`src/rtl/load_wb_unit_if.sv`:
```
// Bundle of the load/writeback unit's request, data-memory and register-file signals.
// The 'slave' modport is the unit itself. The 'master' modport is the environment,
// which covers the decode stage, data memory and register file.
// Ports: req_* (decoded load in), mem_* (word read to memory), wen/waddr/wdata (rf write), err, busy.
interface load_wb_unit_if #(
    parameter int DATA_WIDTH = 32,
    parameter int ADDR_WIDTH = 5
);
    logic                  req_valid;
    logic                  req_ready;
    logic [DATA_WIDTH-1:0] req_addr;
    logic [2:0]            req_funct3;
    logic [ADDR_WIDTH-1:0] req_rd;

    logic                  mem_rd_valid;
    logic                  mem_rd_ready;
    logic [DATA_WIDTH-1:0] mem_addr;
    logic                  mem_rdata_valid;
    logic                  mem_rdata_ready;
    logic [DATA_WIDTH-1:0] mem_rdata;

    logic                  wen;
    logic [ADDR_WIDTH-1:0] waddr;
    logic [DATA_WIDTH-1:0] wdata;
    logic                  err;
    logic                  busy;

    modport slave (
        input  req_valid, req_addr, req_funct3, req_rd,
        input  mem_rd_ready, mem_rdata_valid, mem_rdata,
        output req_ready, mem_rd_valid, mem_addr, mem_rdata_ready,
        output wen, waddr, wdata, err, busy
    );

    modport master (
        output req_valid, req_addr, req_funct3, req_rd,
        output mem_rd_ready, mem_rdata_valid, mem_rdata,
        input  req_ready, mem_rd_valid, mem_addr, mem_rdata_ready,
        input  wen, waddr, wdata, err, busy
    );
endinterface

```
`src/rtl/load_wb_unit.sv`:
```
// Load/writeback stage: one RISC-V load at a time, word read from memory, byte/half extract + extend, one rf write.
// Latency: accept edge -> REQ -> WAIT -> WB; wen 3 cycles after accept, plus one per memory stall cycle; 4 cycles/load minimum.
// Backpressure: req_ready only in IDLE; mem_rd_valid held until mem_rd_ready; WAIT holds until mem_rdata_valid.
// Ports: clk, rst (async active-low), bus (load_wb_unit_if.slave: req_*, mem_*, wen/waddr/wdata, err, busy).
module load_wb_unit #(
    parameter int DATA_WIDTH = 32,
    parameter int ADDR_WIDTH = 5
) (
    input  logic             clk,
    input  logic             rst,
    load_wb_unit_if.slave    bus
);
    typedef enum logic [1:0] {S_IDLE, S_REQ, S_WAIT, S_WB} state_t;

    state_t                state_q;
    logic [2:0]            funct3_q;
    logic [1:0]            addr_lo_q;
    logic [ADDR_WIDTH-1:0] rd_q;
    logic                  req_ready_q;
    logic                  mem_rd_valid_q;
    logic                  mem_rdata_ready_q;
    logic [DATA_WIDTH-1:0] mem_addr_q;
    logic                  wen_q;
    logic [ADDR_WIDTH-1:0] waddr_q;
    logic [DATA_WIDTH-1:0] wdata_q;
    logic                  err_q;
    logic                  busy_q;

    logic                  legal_d;
    logic [DATA_WIDTH-1:0] wdata_d;
    logic [7:0]            byte_sel;
    logic [15:0]           half_sel;

    // Alignment rules: halves need addr[0]=0, words need addr[1:0]=0.
    always_comb begin
        legal_d = 1'b0;
        case (bus.req_funct3)
            3'b000, 3'b100: legal_d = 1'b1;
            3'b001, 3'b101: legal_d = ~bus.req_addr[0];
            3'b010:         legal_d = (bus.req_addr[1:0] == 2'b00);
            default:        legal_d = 1'b0;
        endcase
    end

    // Extraction uses only the latched offset/funct3, so req_* may change freely after accept.
    always_comb begin
        byte_sel = bus.mem_rdata[{addr_lo_q, 3'b000} +: 8];
        half_sel = bus.mem_rdata[{addr_lo_q[1], 4'b0000} +: 16];
        wdata_d  = bus.mem_rdata;
        case (funct3_q)
            3'b000:  wdata_d = {{(DATA_WIDTH-8){byte_sel[7]}}, byte_sel};
            3'b001:  wdata_d = {{(DATA_WIDTH-16){half_sel[15]}}, half_sel};
            3'b100:  wdata_d = {{(DATA_WIDTH-8){1'b0}}, byte_sel};
            3'b101:  wdata_d = {{(DATA_WIDTH-16){1'b0}}, half_sel};
            default: wdata_d = bus.mem_rdata;
        endcase
    end

    // Handshake outputs are registered alongside the state so each is exactly one state's decode.
    always_ff @(posedge clk or negedge rst) begin
        if (!rst) begin
            state_q           <= S_IDLE;
            funct3_q          <= 3'b000;
            addr_lo_q         <= 2'b00;
            rd_q              <= '0;
            req_ready_q       <= 1'b1;
            mem_rd_valid_q    <= 1'b0;
            mem_rdata_ready_q <= 1'b0;
            mem_addr_q        <= '0;
            wen_q             <= 1'b0;
            waddr_q           <= '0;
            wdata_q           <= '0;
            err_q             <= 1'b0;
            busy_q            <= 1'b0;
        end else begin
            err_q <= 1'b0;
            case (state_q)
                S_IDLE: begin
                    if (bus.req_valid) begin
                        if (!legal_d) begin
                            // Rejected loads never leave IDLE.
                            err_q <= 1'b1;
                        end else begin
                            funct3_q       <= bus.req_funct3;
                            addr_lo_q      <= bus.req_addr[1:0];
                            rd_q           <= bus.req_rd;
                            mem_addr_q     <= {bus.req_addr[DATA_WIDTH-1:2], 2'b00};
                            req_ready_q    <= 1'b0;
                            mem_rd_valid_q <= 1'b1;
                            busy_q         <= 1'b1;
                            state_q        <= S_REQ;
                        end
                    end
                end
                S_REQ: begin
                    if (bus.mem_rd_ready) begin
                        mem_rd_valid_q    <= 1'b0;
                        mem_rdata_ready_q <= 1'b1;
                        state_q           <= S_WAIT;
                    end
                end
                S_WAIT: begin
                    if (bus.mem_rdata_valid) begin
                        mem_rdata_ready_q <= 1'b0;
                        wdata_q           <= wdata_d;
                        waddr_q           <= rd_q;
                        // x0 is hardwired zero: spend the WB cycle but suppress the write.
                        wen_q             <= (rd_q != '0);
                        state_q           <= S_WB;
                    end
                end
                S_WB: begin
                    wen_q       <= 1'b0;
                    req_ready_q <= 1'b1;
                    busy_q      <= 1'b0;
                    state_q     <= S_IDLE;
                end
                default: state_q <= S_IDLE;
            endcase
        end
    end

    assign bus.req_ready       = req_ready_q;
    assign bus.mem_rd_valid    = mem_rd_valid_q;
    assign bus.mem_addr        = mem_addr_q;
    assign bus.mem_rdata_ready = mem_rdata_ready_q;
    assign bus.wen             = wen_q;
    assign bus.waddr           = waddr_q;
    assign bus.wdata           = wdata_q;
    assign bus.err             = err_q;
    assign bus.busy            = busy_q;
endmodule

```
`src/flat_wrapper.sv`:
```
// flat-port wrapper written by rule: the top's interface ports become plain ports
module load_wb_unit_flat 
#(
    parameter int DATA_WIDTH = 32,
    parameter int ADDR_WIDTH = 5
)
  (clk, rst, bus_req_valid, bus_req_addr, bus_req_funct3, bus_req_rd, bus_mem_rd_ready, bus_mem_rdata_valid, bus_mem_rdata, bus_req_ready, bus_mem_rd_valid, bus_mem_addr, bus_mem_rdata_ready, bus_wen, bus_waddr, bus_wdata, bus_err, bus_busy);
  load_wb_unit_if #(.DATA_WIDTH(DATA_WIDTH), .ADDR_WIDTH(ADDR_WIDTH)) bus_i ();
  input  logic clk;
  input  logic rst;
  input wire logic [$bits(bus_i.req_valid)-1:0] bus_req_valid;
  input wire logic [$bits(bus_i.req_addr)-1:0] bus_req_addr;
  input wire logic [$bits(bus_i.req_funct3)-1:0] bus_req_funct3;
  input wire logic [$bits(bus_i.req_rd)-1:0] bus_req_rd;
  input wire logic [$bits(bus_i.mem_rd_ready)-1:0] bus_mem_rd_ready;
  input wire logic [$bits(bus_i.mem_rdata_valid)-1:0] bus_mem_rdata_valid;
  input wire logic [$bits(bus_i.mem_rdata)-1:0] bus_mem_rdata;
  output wire logic [$bits(bus_i.req_ready)-1:0] bus_req_ready;
  output wire logic [$bits(bus_i.mem_rd_valid)-1:0] bus_mem_rd_valid;
  output wire logic [$bits(bus_i.mem_addr)-1:0] bus_mem_addr;
  output wire logic [$bits(bus_i.mem_rdata_ready)-1:0] bus_mem_rdata_ready;
  output wire logic [$bits(bus_i.wen)-1:0] bus_wen;
  output wire logic [$bits(bus_i.waddr)-1:0] bus_waddr;
  output wire logic [$bits(bus_i.wdata)-1:0] bus_wdata;
  output wire logic [$bits(bus_i.err)-1:0] bus_err;
  output wire logic [$bits(bus_i.busy)-1:0] bus_busy;
  assign bus_i.req_valid = bus_req_valid;
  assign bus_i.req_addr = bus_req_addr;
  assign bus_i.req_funct3 = bus_req_funct3;
  assign bus_i.req_rd = bus_req_rd;
  assign bus_i.mem_rd_ready = bus_mem_rd_ready;
  assign bus_i.mem_rdata_valid = bus_mem_rdata_valid;
  assign bus_i.mem_rdata = bus_mem_rdata;
  assign bus_req_ready = bus_i.req_ready;
  assign bus_mem_rd_valid = bus_i.mem_rd_valid;
  assign bus_mem_addr = bus_i.mem_addr;
  assign bus_mem_rdata_ready = bus_i.mem_rdata_ready;
  assign bus_wen = bus_i.wen;
  assign bus_waddr = bus_i.waddr;
  assign bus_wdata = bus_i.wdata;
  assign bus_err = bus_i.err;
  assign bus_busy = bus_i.busy;
  load_wb_unit #(.DATA_WIDTH(DATA_WIDTH), .ADDR_WIDTH(ADDR_WIDTH)) u_core (.clk(clk), .rst(rst), .bus(bus_i));
endmodule
```
`config.mk`:
```
export PLATFORM = sky130hd
export DESIGN_NAME = load_wb_unit_flat
export DESIGN_NICKNAME = d
export VERILOG_FILES = /design/src/rtl/load_wb_unit_if.sv /design/src/rtl/load_wb_unit.sv /design/src/flat_wrapper.sv
export SDC_FILE = /design/constraint.sdc
export NUM_CORES = 1
export LEC_CHECK = 0
export BUFFER_PORTS_ARGS = -buffer_cell sky130_fd_sc_hd__buf_2
export CAP_MARGIN = 20
export CELL_PAD_IN_SITES_DETAIL_PLACEMENT = 1
export CELL_PAD_IN_SITES_GLOBAL_PLACEMENT = 1
export CORE_UTILIZATION = 37
export DETAILED_ROUTE_END_ITERATION = 7
export GPL_ROUTABILITY_DRIVEN = 0
export GPL_TIMING_DRIVEN = 1
export PLACE_DENSITY_LB_ADDON = 0.05
export SLEW_MARGIN = 40
export SYNTH_ARGS = -nofsm -noshare
export SYNTH_HDL_FRONTEND = slang
export SYNTH_SLANG_ARGS = --single-unit
```
`constraint.sdc`:
```
create_clock -name clk -period 2.4 [get_ports clk]
set_clock_uncertainty 0.2 [all_clocks]
set_input_delay 0.48 -clock clk [delete_from_list [all_inputs] [get_ports clk]]
set_output_delay 0.48 -clock clk [all_outputs]
set_load 0.01 [all_outputs]
```
==> impl_metrics.csv <==
group,metric,value,unit
layout,final_common_cell,"buf_2",
global_routing,overflow,0,
layout,syn_to_final_growth,29.6,%
layout,nFillCells,1179,
synth,yosys_register_bits,85,
sta,drv_slew,0,
setup_path,cp_cell_sequence,"inv_1 > ha_1 > nand2_1 > a2111oi_4 > a21oi_1",
sta,rsz0062_at_grt,"false",
sta,worst_pin_slew,0.594,ns
route,drt.antenna.violating_nets,0,
cts,cts_num_sinks,85,
layout,final_nets,584,
sta,setup_tns,0,ns
setup_path,timing.critical_path.from,"u_core.state_q[0]$_DFFE_PN0P_",
layout,drive_gt1_share,47.9,%
global_routing,grt_pass1_wl,18000,um
pwr,leakage,2.43,nW
floorplanning,dieArea,11000,um^2
synth,synth_top_family_by_area,"compound AO/OA/AOI/OAI gates",
cts,cts_buffers,9,
setup_path,cp.arrival,2.07,ns
run,cap_violations,0,
setup_path,crit_fanout,13,
cts,clk_latency,0.36,ns
placed_design,dp_hpwl,8310,um
cts,tritoncts,"yes",
setup_path,slowest_stage,"a2111oi_4",
layout,stdcell_count,644,
route,post_drt_wl_per_cell,17.0,um
synth,synthSimpleGateAreaFrac,9.53,%
route,first_iter_violations,76,
cts,cts_root_buf,"clkbuf_8",
synth,ys_warn_count,0,
pwr,p_per_area,1300,nW/um^2
pwr,power,6.58,mW
placed_design,dpl_cell_area,4880,um^2
placed_design,numPortBuffers,149,
floorplanning,die_h,105,um
route,vias_per_cell,5.10,
global_routing,grt_max_degree,45,
hold_path,min_path_type,"input port to register",
global_routing,track_usage,21.2,%
synth,synth_area_per_cell,11.3,um^2
synth,async_flop_share,100,%
setup_path,critPathLaunchType,"register",
setup_path,reg2reg_from,"u_core.state_q[0]$_DFFE_PN0P_",
floorplanning,rows,37,
sta,max_slew_margin,60.4,%
run_status,outcome,"finished clean",
cts,clkTransAtPathRegs,0.08,ns
floorplanning,initial_core_util,38.1,%
global_routing,antenna_found_initial,1,
sta,fmax,0.487,GHz
layout,stdcell_area,5070,um^2
cts,post-cts-setup-buffer-count,0,
cts,clockBufferDepth,2,
pwr,ir_drop,0.490,mV
layout,final_cell_mix,"buf_2, dfrtp_1, mux2_2, a21oi_1, nand2_1",
cts,hold_buffers,1,
cts,cts_resized,0,
synth,synth_ff_type,"dfrtp_1",
synth,ys_types,44,
setup_path,max_stage_delay,0.57,ns
floorplanning,pin_count,152,
route,routed-via-count,3282,
sta,fin_crit_sh,85.6,%
placed_design,place_inst,627,
synth,yosys.area_share.adder,1.28,%
route,drt_pre_antenna_iters,4,
cts,htreeDepth,3,
synth,synth.area.mux_share,15.4,%
setup_path,crit_type,"register to register",
sta,finalSetupViolCount,0,
synth,synth_sequential_area_ratio,54.4,%
route,routed_wl,11000,um
synth,synth_edf_count,0,
sta,fin_crit,2.05,ns
setup_path,cp.required,2.42,ns
synth,synth_area,3910,um^2
hold_path,hp-start,"bus_req_addr[22]",
synth,synthXorXnorAreaFrac,0,%
route,drcViolationCount,0,
global_routing,grt_pass1_vias,3524,
floorplanning,die_w,105,um
sta,hold_violations,0,
floorplanning,core,10300,um^2
synth,synthCells,347,
setup_path,critPathCaptureType,"register",
synth,synth_compound_area_share,15.5,%
## synth_stat cells (2+ instances only)
library cell  number  area [um^2]
o41ai_1            5         43.8
a2bb2oi_1          2         17.5
a311oi_1           5         43.8
mux2_2            47          529
a21oi_2           10         87.6
buf_4              2         15.0
buf_6              2         22.5
dfrtp_1           84         2100
nand2b_1           3         18.8
nand2_1           32          120
or4_1              2         15.0
mux2i_1            3         30.0
nor3_1             2         10.0
mux2_1             4         45.0
ha_1               4         50.1
buf_2              5         25.0
inv_1              8         30.0
o21ai_0           11         55.1
nor2b_1            2         12.5
nand3_1            2         10.0
nor2_1            25         93.8
a211oi_1           5         37.5
clkbuf_1          14         52.6
o21ai_1            3         15.0
or3_1             10         62.6
a21oi_1           37          185
## flip-flops by register name, indices dropped and copies added, names as in the netlist
| name | flops |
|---|---|
| u_core.bus.mem_addr | 30 |
| u_core.funct3_q | 3 |
| u_core.rd_q | 5 |
| u_core.addr_lo_q | 2 |
| u_core.bus.err | 1 |
| u_core.bus.wen | 1 |
| u_core.bus.waddr | 5 |
| u_core.bus.busy | 1 |
| u_core.bus.req_ready | 1 |
| u_core.bus.mem_rd_valid | 1 |
| u_core.bus.wdata | 32 |
| u_core.bus.mem_rdata_ready | 1 |
| u_core.state_q | 2 |
## layer usage
layer / GRT usage, % / vias up / part of all wire (%)
met3: 6.18 / 8 / 6.2
met5: 0 / - / 0
li1: - / 1544 / -
met2: 36.8 / 105 / 50
met1: 25.4 / 1625 / 43
met4: 6.34 / 0 / 1.0
## layout make-up
class,instances,area [um^2],share of cell area [%]
Sequential cell,85,2130,42.0
Multi-Input combinational cell,232,1650,32.6
Timing Repair Buffer,167,911,18.0
Tap cell,136,170,3.36
Clock buffer,11,151,2.99
Inverter,8,30.0,0.592
Clock inverter,4,23.8,0.469
Antenna cell,1,2.50,0.0493
## per-stage QoR
stage | setup slack, ns | util [%] | hold slack (ns)
after detailed placement | 0.247 | 47.5 | 0.257
after floorplan | 0.480 | - | -0.0156
after global placement | 0.277 | 47.5 | 0.253
after CTS | 0.314 | 49.3 | 0.111
after global routing | 0.181 | 49.3 | 0.124
final | 0.346 | 49.3 | 0.134
## worst paths after layout
kind | to | slack (ns) | cells past startpoint
max in group asynchronous | u_core.bus.mem_addr[9]$_DFFE_PN0P_ | 0.96 | 3
worst max-delay path | u_core.bus.wdata[9]$_DFFE_PN0P_ | 0.35 | 5
worst min register to register | u_core.bus.waddr[0]$_DFFE_PN0P_ | 0.27 | 2
min in group asynchronous | u_core.bus.waddr[0]$_DFFE_PN0P_ | 0.46 | 2
worst max register to register | u_core.bus.wdata[9]$_DFFE_PN0P_ | 0.35 | 5
worst min-delay path | u_core.bus.mem_addr[22]$_DFFE_PN0P_ | 0.13 | 2
## worst max-delay path, delay by kind of cell, from the launching register on
family,cells,cell delay [ns]
AOI/OAI and AO/OA,2,0.72
DFF,1,0.43
and+or+nand+nor,1,0.29
adders and majority gates,1,0.17
buffers and inverters,1,0.09
## cell families after synthesis
group	Yosys count
AO/OA/AOI/OAI	90
flip-flops	85
AND/OR/NAND/NOR	82
multiplexers	54
buffers and inverters	31
adder cells (fa/ha/maj)	4
other	1
## where the power goes
part	internal [mW]	switching (mW)	leakage (nW)
Sequential	2.15	0.493	1.00
Clock	0.424	0.520	0.0949
Combinational	1.39	1.60	1.33
Total	3.97	2.61	2.43
Power figures use the tool's default switching activity.
